==> config.mk <==
export PLATFORM = sky130hd
export DESIGN_NAME = hazard_ctrl
export DESIGN_NICKNAME = d
export VERILOG_FILES = /design/src/rtl/hazard_pkg.sv /design/src/rtl/hazard_lu_detect.sv /design/src/rtl/hazard_ctrl.sv
export SDC_FILE = /design/constraint.sdc
export NUM_CORES = 1
export LEC_CHECK = 0
export CORE_MARGIN = 2
export CORE_UTILIZATION = 40
export DETAILED_ROUTE_END_ITERATION = 10
export PLACE_DENSITY = 0.68
export REMOVE_ABC_BUFFERS = 1
export SETUP_SLACK_MARGIN = 0.02
export SYNTH_ARGS = -nofsm -noshare
export SYNTH_HDL_FRONTEND = slang
export SYNTH_HIERARCHICAL = 1
export SYNTH_SLANG_ARGS = --single-unit
==> constraint.sdc <==
create_clock -name clk -period 4.9 [get_ports clk]
set_input_delay 0.98 -clock clk [delete_from_list [all_inputs] [get_ports clk]]
set_output_delay 0.98 -clock clk [all_outputs]
set_load 0.01 [all_outputs]
==> src/rtl/hazard_pkg.sv <==
// Shared encodings and defaults for the pipeline hazard controller.
package hazard_pkg;

    typedef enum logic [2:0] {
        ST_RUN      = 3'd0,
        ST_ALU_WAIT = 3'd1,
        ST_MEM_WAIT = 3'd2,
        ST_HALT     = 3'd3
    } state_t;

    localparam int          ALU_LAT_DEFAULT = 8;
    localparam int          REG_W           = 5;
    localparam logic [15:0] STALL_CNT_MAX   = 16'hFFFF;

endpackage

==> src/rtl/hazard_lu_detect.sv <==
// Load-use hazard detection: a load in EX writes a register the ID instruction reads.
module hazard_lu_detect
    import hazard_pkg::*;
(
    input  logic [REG_W-1:0] id_rs,
    input  logic [REG_W-1:0] id_rt,
    input  logic [REG_W-1:0] ex_rt,
    input  logic             ex_mem_read,
    output logic             load_use
);

    // r0 is hardwired to zero, so a load targeting it never creates a dependency.
    assign load_use = ex_mem_read && (ex_rt != '0) && ((ex_rt == id_rs) || (ex_rt == id_rt));

endmodule

==> src/rtl/hazard_ctrl.sv <==
// Pipeline hazard controller: stage enables/flushes for memory stalls, multicycle
// ALU ops, redirects, load-use and halt, plus a saturating stall-cycle counter.
module hazard_ctrl
    import hazard_pkg::*;
#(
    parameter int ALU_LAT = ALU_LAT_DEFAULT
)
(
    input  logic             clk,
    input  logic             rst_n,
    input  logic [REG_W-1:0] id_rs,
    input  logic [REG_W-1:0] id_rt,
    input  logic [REG_W-1:0] ex_rt,
    input  logic             ex_mem_read,
    input  logic             ex_alu_stall,
    input  logic             ex_branch_taken,
    input  logic             ex_jump,
    input  logic             ex_halted,
    input  logic             mem_access,
    input  logic             mem_cache_ready,
    output logic             pc_en,
    output logic             if_id_en,
    output logic             id_ex_en,
    output logic             ex_mem_en,
    output logic             mem_wb_en,
    output logic             if_id_flush,
    output logic             id_ex_flush,
    output logic             ex_mem_flush,
    output logic [2:0]       state,
    output logic [15:0]      stall_cnt
);

    localparam logic [7:0] ALU_CNT_LOAD = 8'(ALU_LAT - 2);

    state_t      state_q, state_d;
    state_t      saved_q, saved_d;
    state_t      eff_state;
    logic [7:0]  alu_cnt_q, alu_cnt_d;
    logic [15:0] stall_cnt_q, stall_cnt_d;
    logic        mem_stall;
    logic        load_use;

    hazard_lu_detect u_lu_detect (
        .id_rs       (id_rs),
        .id_rt       (id_rt),
        .ex_rt       (ex_rt),
        .ex_mem_read (ex_mem_read),
        .load_use    (load_use)
    );

    assign mem_stall = mem_access && !mem_cache_ready;
    // Leaving MEM_WAIT applies the suspended state's rules in the same cycle.
    assign eff_state = (state_q == ST_MEM_WAIT) ? saved_q : state_q;

    always_comb begin
        pc_en        = 1'b1;
        if_id_en     = 1'b1;
        id_ex_en     = 1'b1;
        ex_mem_en    = 1'b1;
        mem_wb_en    = 1'b1;
        if_id_flush  = 1'b0;
        id_ex_flush  = 1'b0;
        ex_mem_flush = 1'b0;
        state_d      = state_q;
        saved_d      = saved_q;
        alu_cnt_d    = alu_cnt_q;

        if (state_q == ST_HALT) begin
            pc_en    = 1'b0;
            if_id_en = 1'b0;
            id_ex_en = 1'b0;
        end else if (mem_stall) begin
            pc_en     = 1'b0;
            if_id_en  = 1'b0;
            id_ex_en  = 1'b0;
            ex_mem_en = 1'b0;
            mem_wb_en = 1'b0;
            state_d   = ST_MEM_WAIT;
            if (state_q != ST_MEM_WAIT) begin
                saved_d = state_q;
            end
        end else begin
            case (eff_state)
                ST_ALU_WAIT: begin
                    if (alu_cnt_q != 8'd0) begin
                        pc_en        = 1'b0;
                        if_id_en     = 1'b0;
                        id_ex_en     = 1'b0;
                        ex_mem_flush = 1'b1;
                        alu_cnt_d    = alu_cnt_q - 8'd1;
                        state_d      = ST_ALU_WAIT;
                    end else begin
                        state_d = ST_RUN;
                    end
                end
                default: begin
                    state_d = ST_RUN;
                    if (ex_alu_stall) begin
                        pc_en        = 1'b0;
                        if_id_en     = 1'b0;
                        id_ex_en     = 1'b0;
                        ex_mem_flush = 1'b1;
                        alu_cnt_d    = ALU_CNT_LOAD;
                        state_d      = ST_ALU_WAIT;
                    end else if (ex_halted) begin
                        pc_en       = 1'b0;
                        if_id_en    = 1'b0;
                        id_ex_flush = 1'b1;
                        state_d     = ST_HALT;
                    end else if (ex_branch_taken || ex_jump) begin
                        if_id_flush = 1'b1;
                        id_ex_flush = 1'b1;
                    end else if (load_use) begin
                        pc_en       = 1'b0;
                        if_id_en    = 1'b0;
                        id_ex_flush = 1'b1;
                    end
                end
            endcase
        end

        stall_cnt_d = stall_cnt_q;
        if (!pc_en && (state_q != ST_HALT) && (stall_cnt_q != STALL_CNT_MAX)) begin
            stall_cnt_d = stall_cnt_q + 16'd1;
        end
    end

    always_ff @(posedge clk or negedge rst_n) begin
        if (!rst_n) begin
            state_q     <= ST_RUN;
            saved_q     <= ST_RUN;
            alu_cnt_q   <= 8'd0;
            stall_cnt_q <= 16'd0;
        end else begin
            state_q     <= state_d;
            saved_q     <= saved_d;
            alu_cnt_q   <= alu_cnt_d;
            stall_cnt_q <= stall_cnt_d;
        end
    end

    assign state     = state_q;
    assign stall_cnt = stall_cnt_q;

endmodule

; Word level (Yosys, flattened, before mapping)
; Index checks and enable logic that the tools add are counted.
[op_classes]
add_sub_neg = 2
eq_ne = 9
n_mux = 41
bitwise = 2
reduce_logical = 14
[ops]
columns = operator, count
row1 = 2-to-1 mux 1 bit, 33
row2 = 2-to-1 mux 8 bit, 3
row3 = adder 16 x 1 -> 16 bit (second input constant), 1
row4 = inequality test 16 bit (second input constant), 1
row5 = equality test 5 bit, 2
row6 = 2-to-1 mux 3 bit, 3
row7 = nonzero test 8 bit, 1
row8 = subtractor 8 x 1 -> 8 bit (second input constant), 1
row9 = equality test 3 x 2 -> 1 bit (second input constant), 2
row10 = inequality test 3 x 2 -> 1 bit (second input constant), 2
row11 = logical AND 1 bit, 5
row12 = nonzero test 5 bit, 1
row13 = 2-to-1 mux 2 bit, 2
row14 = AND reduction 4 bit, 1
row15 = equality test 3 x 1 -> 1 bit (second input constant), 1
row16 = AND reduction 3 bit, 1
row17 = zero test 1 bit, 2
row18 = logical OR 1 bit, 2
row19 = inequality test 2 bit (second input constant), 1
row20 = inverter 1 bit, 2
row21 = nonzero test 2 bit, 1
[word_totals]
register_bits = 30
wordCells = 72

; Logic depth before layout (Yosys ltp)
[depth]
ltp_word = 13
mapped_depth = 9
depth_no_buf = 8

; By module
; The synthesis kept the hierarchy.
[modules_own_cells]
columns = module, instances, cells_each, area_per_inst_um2, seq_area_each_um2
row1 = hazard_ctrl, 1, 161, 1575.3, 700.7
row2 = hazard_lu_detect, 1, 17, 125.1, 0.0

; Worst setup path after synthesis
; OpenSTA, ideal clock, no wires.
[synth_timing]
path_type = in2out
startpoint = input ex_rt[1]
endpoint = output pc_en
arrival_ns = 2.552
t_required_ns = 3.920
path_slack_ns = 1.368
stages = 6
n_path_buf = 1
path_cell_list = or4_1 o21ai_1 a21oi_1 a211o_1 a211oi_1 buf_4
[synth_via]
elab_chain_cells = 10
[synth_rtl]
columns = item, line_no
row1 = from (decl), hazard_ctrl.sv:13  ; input logic [REG_W-1:0] ex_rt,
row2 = equality test 5 bit / nonzero test 5 bit (equally long branches), hazard_lu_detect.sv:13  ; assign load_use = ex_mem_read && (ex_rt != '0) && ((ex_rt == id_rs) || (ex_rt == id_rt));
row3 = logical OR 1 bit / logical AND 1 bit (equally long branches), hazard_lu_detect.sv:13
row4 = logical AND 1 bit *, hazard_lu_detect.sv:13
row5 = net load_use, hazard_ctrl.sv:41  ; logic load_use;
row6 = 2-to-1 mux 1 bit * (7 in series), n/a
row7 = to (decl), hazard_ctrl.sv:21  ; output logic pc_en,
; Mark *: on every way through the listed nets, which the timed path passes. The rest lies on a longest branch.

; Worst setup path after layout
[layout_timing]
startpoint = input ex_rt[1]
endpoint = output if_id_en
[layout_via]
elab_chain_cells = 10
[layout_rtl]
columns = item, line_no
row1 = equality test 5 bit / nonzero test 5 bit (equally long branches), hazard_lu_detect.sv:13
row2 = logical OR 1 bit / logical AND 1 bit (equally long branches), hazard_lu_detect.sv:13
row3 = logical AND 1 bit *, hazard_lu_detect.sv:13
row4 = net load_use, hazard_ctrl.sv:41
row5 = 2-to-1 mux 1 bit *, hazard_ctrl.sv:113  ; end else if (load_use) begin
row6 = 2-to-1 mux 1 bit *, hazard_ctrl.sv:110  ; end else if (ex_branch_taken || ex_jump) begin
row7 = 2-to-1 mux 1 bit *, hazard_ctrl.sv:105  ; end else if (ex_halted) begin
row8 = 2-to-1 mux 1 bit *, hazard_ctrl.sv:98  ; if (ex_alu_stall) begin
row9 = 2-to-1 mux 1 bit *, hazard_ctrl.sv:83  ; case (eff_state)
row10 = 2-to-1 mux 1 bit *, hazard_ctrl.sv:72  ; end else if (mem_stall) begin
row11 = 2-to-1 mux 1 bit *, hazard_ctrl.sv:68  ; if (state_q == ST_HALT) begin
row12 = to (decl), hazard_ctrl.sv:22  ; output logic if_id_en,
; Marks and branches as above.

==> impl_metrics.py <==
metrics = {
    "run_status": {
        "status": "complete, no violations",
    },
    "grt": {
        "grt.overflow.total": 0,
        "grt_pass1_wl_um": 6420,
        "grt_pass1_vias": 1410,
        "grt_start_max_net_pins": 29,
        "grtUsageTotal_pct": 16.1,
        "antenna_found_initial": 0,
    },
    "hold_path": {
        "hp-start": "stall_cnt[15]",
        "hp-class": "reg -> reg",
    },
    "die": {
        "rows": 23,
        "fp.dieW_um": 69.2,
        "initial_core_util_pct": 41.9,
        "io_pins": 51,
        "die-area_um2": 4790,
        "die_h_um": 69.2,
        "core_um2": 4060,
    },
    "sta": {
        "layout_setup_ws_ps": 564,
        "final_max_slew_viol_count": 0,
        "finalCritPeriodShare_pct": 88.5,
        "max-slew-margin-rel_pct": 64.9,
        "setup_tns_ps": 0,
        "layout_min_cycle_time_ps": 4340,
        "rsz0062_at_grt": "false",
        "timing_hold_violations_final": 0,
        "setup_viol": 0,
        "finClkSkew_ps": 5.35,
        "worst_pin_slew_ps": 514,
        "fmax_ghz": 0.231,
    },
    "cts": {
        "path_clk_slew_ps": 90,
        "cts_tree": "yes",
        "numCtsBuffers": 3,
        "cts_resized": 0,
        "cts_buffer_depth": 2,
        "insertion_delay_ps": 270,
        "root_buffer": "clkbuf_8",
        "cts_setup_buffers": 0,
        "cts_max_level": 1,
        "clock_sinks": 28,
        "cts_hold_buffers": 0,
    },
    "logic_synthesis": {
        "synthCells": 178,
        "yosysWarningCount": 6,
        "synth_edf_count": 0,
        "synth_xor_area_share_pct": 14.9,
        "yosysSeqAreaShare_pct": 41.2,
        "synth_top_family_by_area": "simple AND/OR/NAND/NOR gates",
        "synth_adder_area_share_pct": 1.47,
        "synth.area.mux_share_pct": 1.99,
        "yosysUniqueCellTypes": 42,
        "syn-cell-area_um2": 1700,
        "synthSimpleGateAreaFrac_pct": 29.9,
        "synth-compound-area-share_pct": 7.14,
        "syn_avg_cell_area_um2": 9.55,
        "async_flop_share_pct": 100,
        "synth_ff_type": "dfrtp_1",
        "ys_ff_latch": 28,
    },
    "job": {
        "maxCapViolations": 0,
    },
    "drt": {
        "drcViolationCount": 0,
        "final_antenna_net_count": 0,
        "wl_um": 3830,
        "via_per_inst": 5.40,
        "drtPass1Iterations": 4,
        "wl_per_cell_um": 13.8,
        "drtIter0Drc": 68,
        "num_vias": 1495,
    },
    "setup_path": {
        "cp_slowest_stage_delay_ps": 590,
        "cp.required_ps": 3920,
        "critPathTopFamily": "buffers and inverters",
        "crit_arrival_ps": 3360,
        "path_common_cell": "clkdlybuf4s50_1",
        "cp-end-kind": "output port",
        "rrSetupSlack_ps": 2600,
        "crit_type": "in -> out",
        "crit_fanout": 3,
        "path_cells": "clkdlybuf4s50_1 > or4_1 > o21ai_1 > a21oi_1 > a211o_1 > a211oi_1 > clkdlybuf4s50_1",
        "path_buf_inv": 2,
        "worst_path_max_delay_cell": "clkdlybuf4s50_1",
        "critPathLaunch": "ex_rt[1]",
        "r2r_start": "stall_cnt[0]",
        "start_kind": "input pin",
    },
    "pwr": {
        "power_density_nw_per_um2": 173,
        "fin_total_pwr_uw": 393,
        "leakage_uw": 0.000816,
        "vdd_ir_drop_max_uv": 109,
    },
    "place": {
        "port_buffers": 49,
        "gp_congestion": 0.780,
        "dpl_worst_slack_ps": 567,
        "placed_area_um2": 2230,
        "numPlacedInstances": 274,
        "post-dp-hpwl_um": 2840,
    },
    "layout": {
        "nets": 255,
        "drive_above_1_share_pct": 8.37,
        "finish.instance_area_um2": 2270,
        "syn2layout_area_growth_pct": 33.6,
        "final_cell_mix": "49 x clkdlybuf4s50_1, 28 x dfrtp_1, 23 x nor2_1, 19 x xor2_1",
        "diodes": 0,
        "final_common_cell": "clkdlybuf4s50_1",
        "instances_no_fill": 277,
    },
}
-- flip-flops by register name, indices dropped and copies added (netlist names) --
name / cells
stall_cnt: 16
alu_cnt_q: 8
saved_q: 2
state: 2
-- cell families after synthesis --
logic type | after synthesis
adders and majority gates | 2
muxes | 3
buffers and inverters | 9
AOI/OAI and AO/OA | 17
DFF | 28
and+or+nand+nor | 89
other | 1
xor gates and xnor gates | 29
-- metrics by stage --
stage | utilization (%) | hold slack, ps
2_1_floorplan | - | 505
3_3_place_gp | 55.0 | 481
3_5_place_dp | 55.0 | 484
4_1_cts | 56.0 | 497
5_1_grt | 56.0 | 507
6_report | 56.0 | 492
-- path summary, 6_finish.rpt --
check	cells past startpoint	to
worst max-delay path	7	if_id_en
worst min-delay path	1	stall_cnt[15]
worst max register to register	6	stall_cnt[1]
worst min register to register	1	stall_cnt[15]
max in group asynchronous	2	stall_cnt[4]
min in group asynchronous	2	alu_cnt_q[2]
-- worst reg2reg max path, stage by stage, from the launching register on --
cell,delay (ps)
dfrtp_1,420
ha_1,220
nand4_1,300
or4_4,680
inv_2,180
nor2_1,100
mux2_2,290
-- routing by layer --
layer	wire, um	part of all wire, %	vias up	track usage [%]
met5	0	0	-	0
met4	51	1.3	0	6.75
met3	169	4.4	5	2.62
met2	1810	47	37	26.8
met1	1810	47	721	20.8
li1	-	-	732	-
-- cell usage after synthesis (2+ instances only) --
library cell | number | area, um2
nor2b_1 | 3 | 18.8
o21ai_0 | 5 | 25.0
nor3_1 | 14 | 70.1
xnor2_1 | 10 | 87.6
a211oi_1 | 2 | 15.0
nand3_1 | 8 | 40.0
dfrtp_1 | 28 | 701
ha_1 | 2 | 25.0
nor4b_1 | 3 | 26.3
nor4_1 | 4 | 25.0
nand2_1 | 14 | 52.6
nor2_1 | 23 | 86.3
xor2_1 | 19 | 166
nor3_2 | 3 | 30.0
a21oi_1 | 2 | 10.0
nand4_1 | 7 | 43.8
inv_1 | 3 | 11.3
buf_4 | 3 | 22.5
mux2_2 | 2 | 22.5
-- where the power goes --
part / total [uW] / switching, uW / leakage [uW] / internal, uW
Clock: 121 / 65.9 / 0.0000216 / 55.1
Sequential: 231 / 0 / 0.000313 / 231
Combinational: 41.6 / 17.8 / 0.000481 / 23.8
Total: 393 / 83.7 / 0.000816 / 310
-- area by class of cell --
class / instances / area (um2)
inverter: 4 / 15.0
multi-input combinational: 141 / 947
clock buffer: 3 / 41.3
fill: 380 / 1790
tap: 50 / 62.6
timing repair buffer: 51 / 505
sequential: 28 / 701
(Power assumes the default switching activity.)
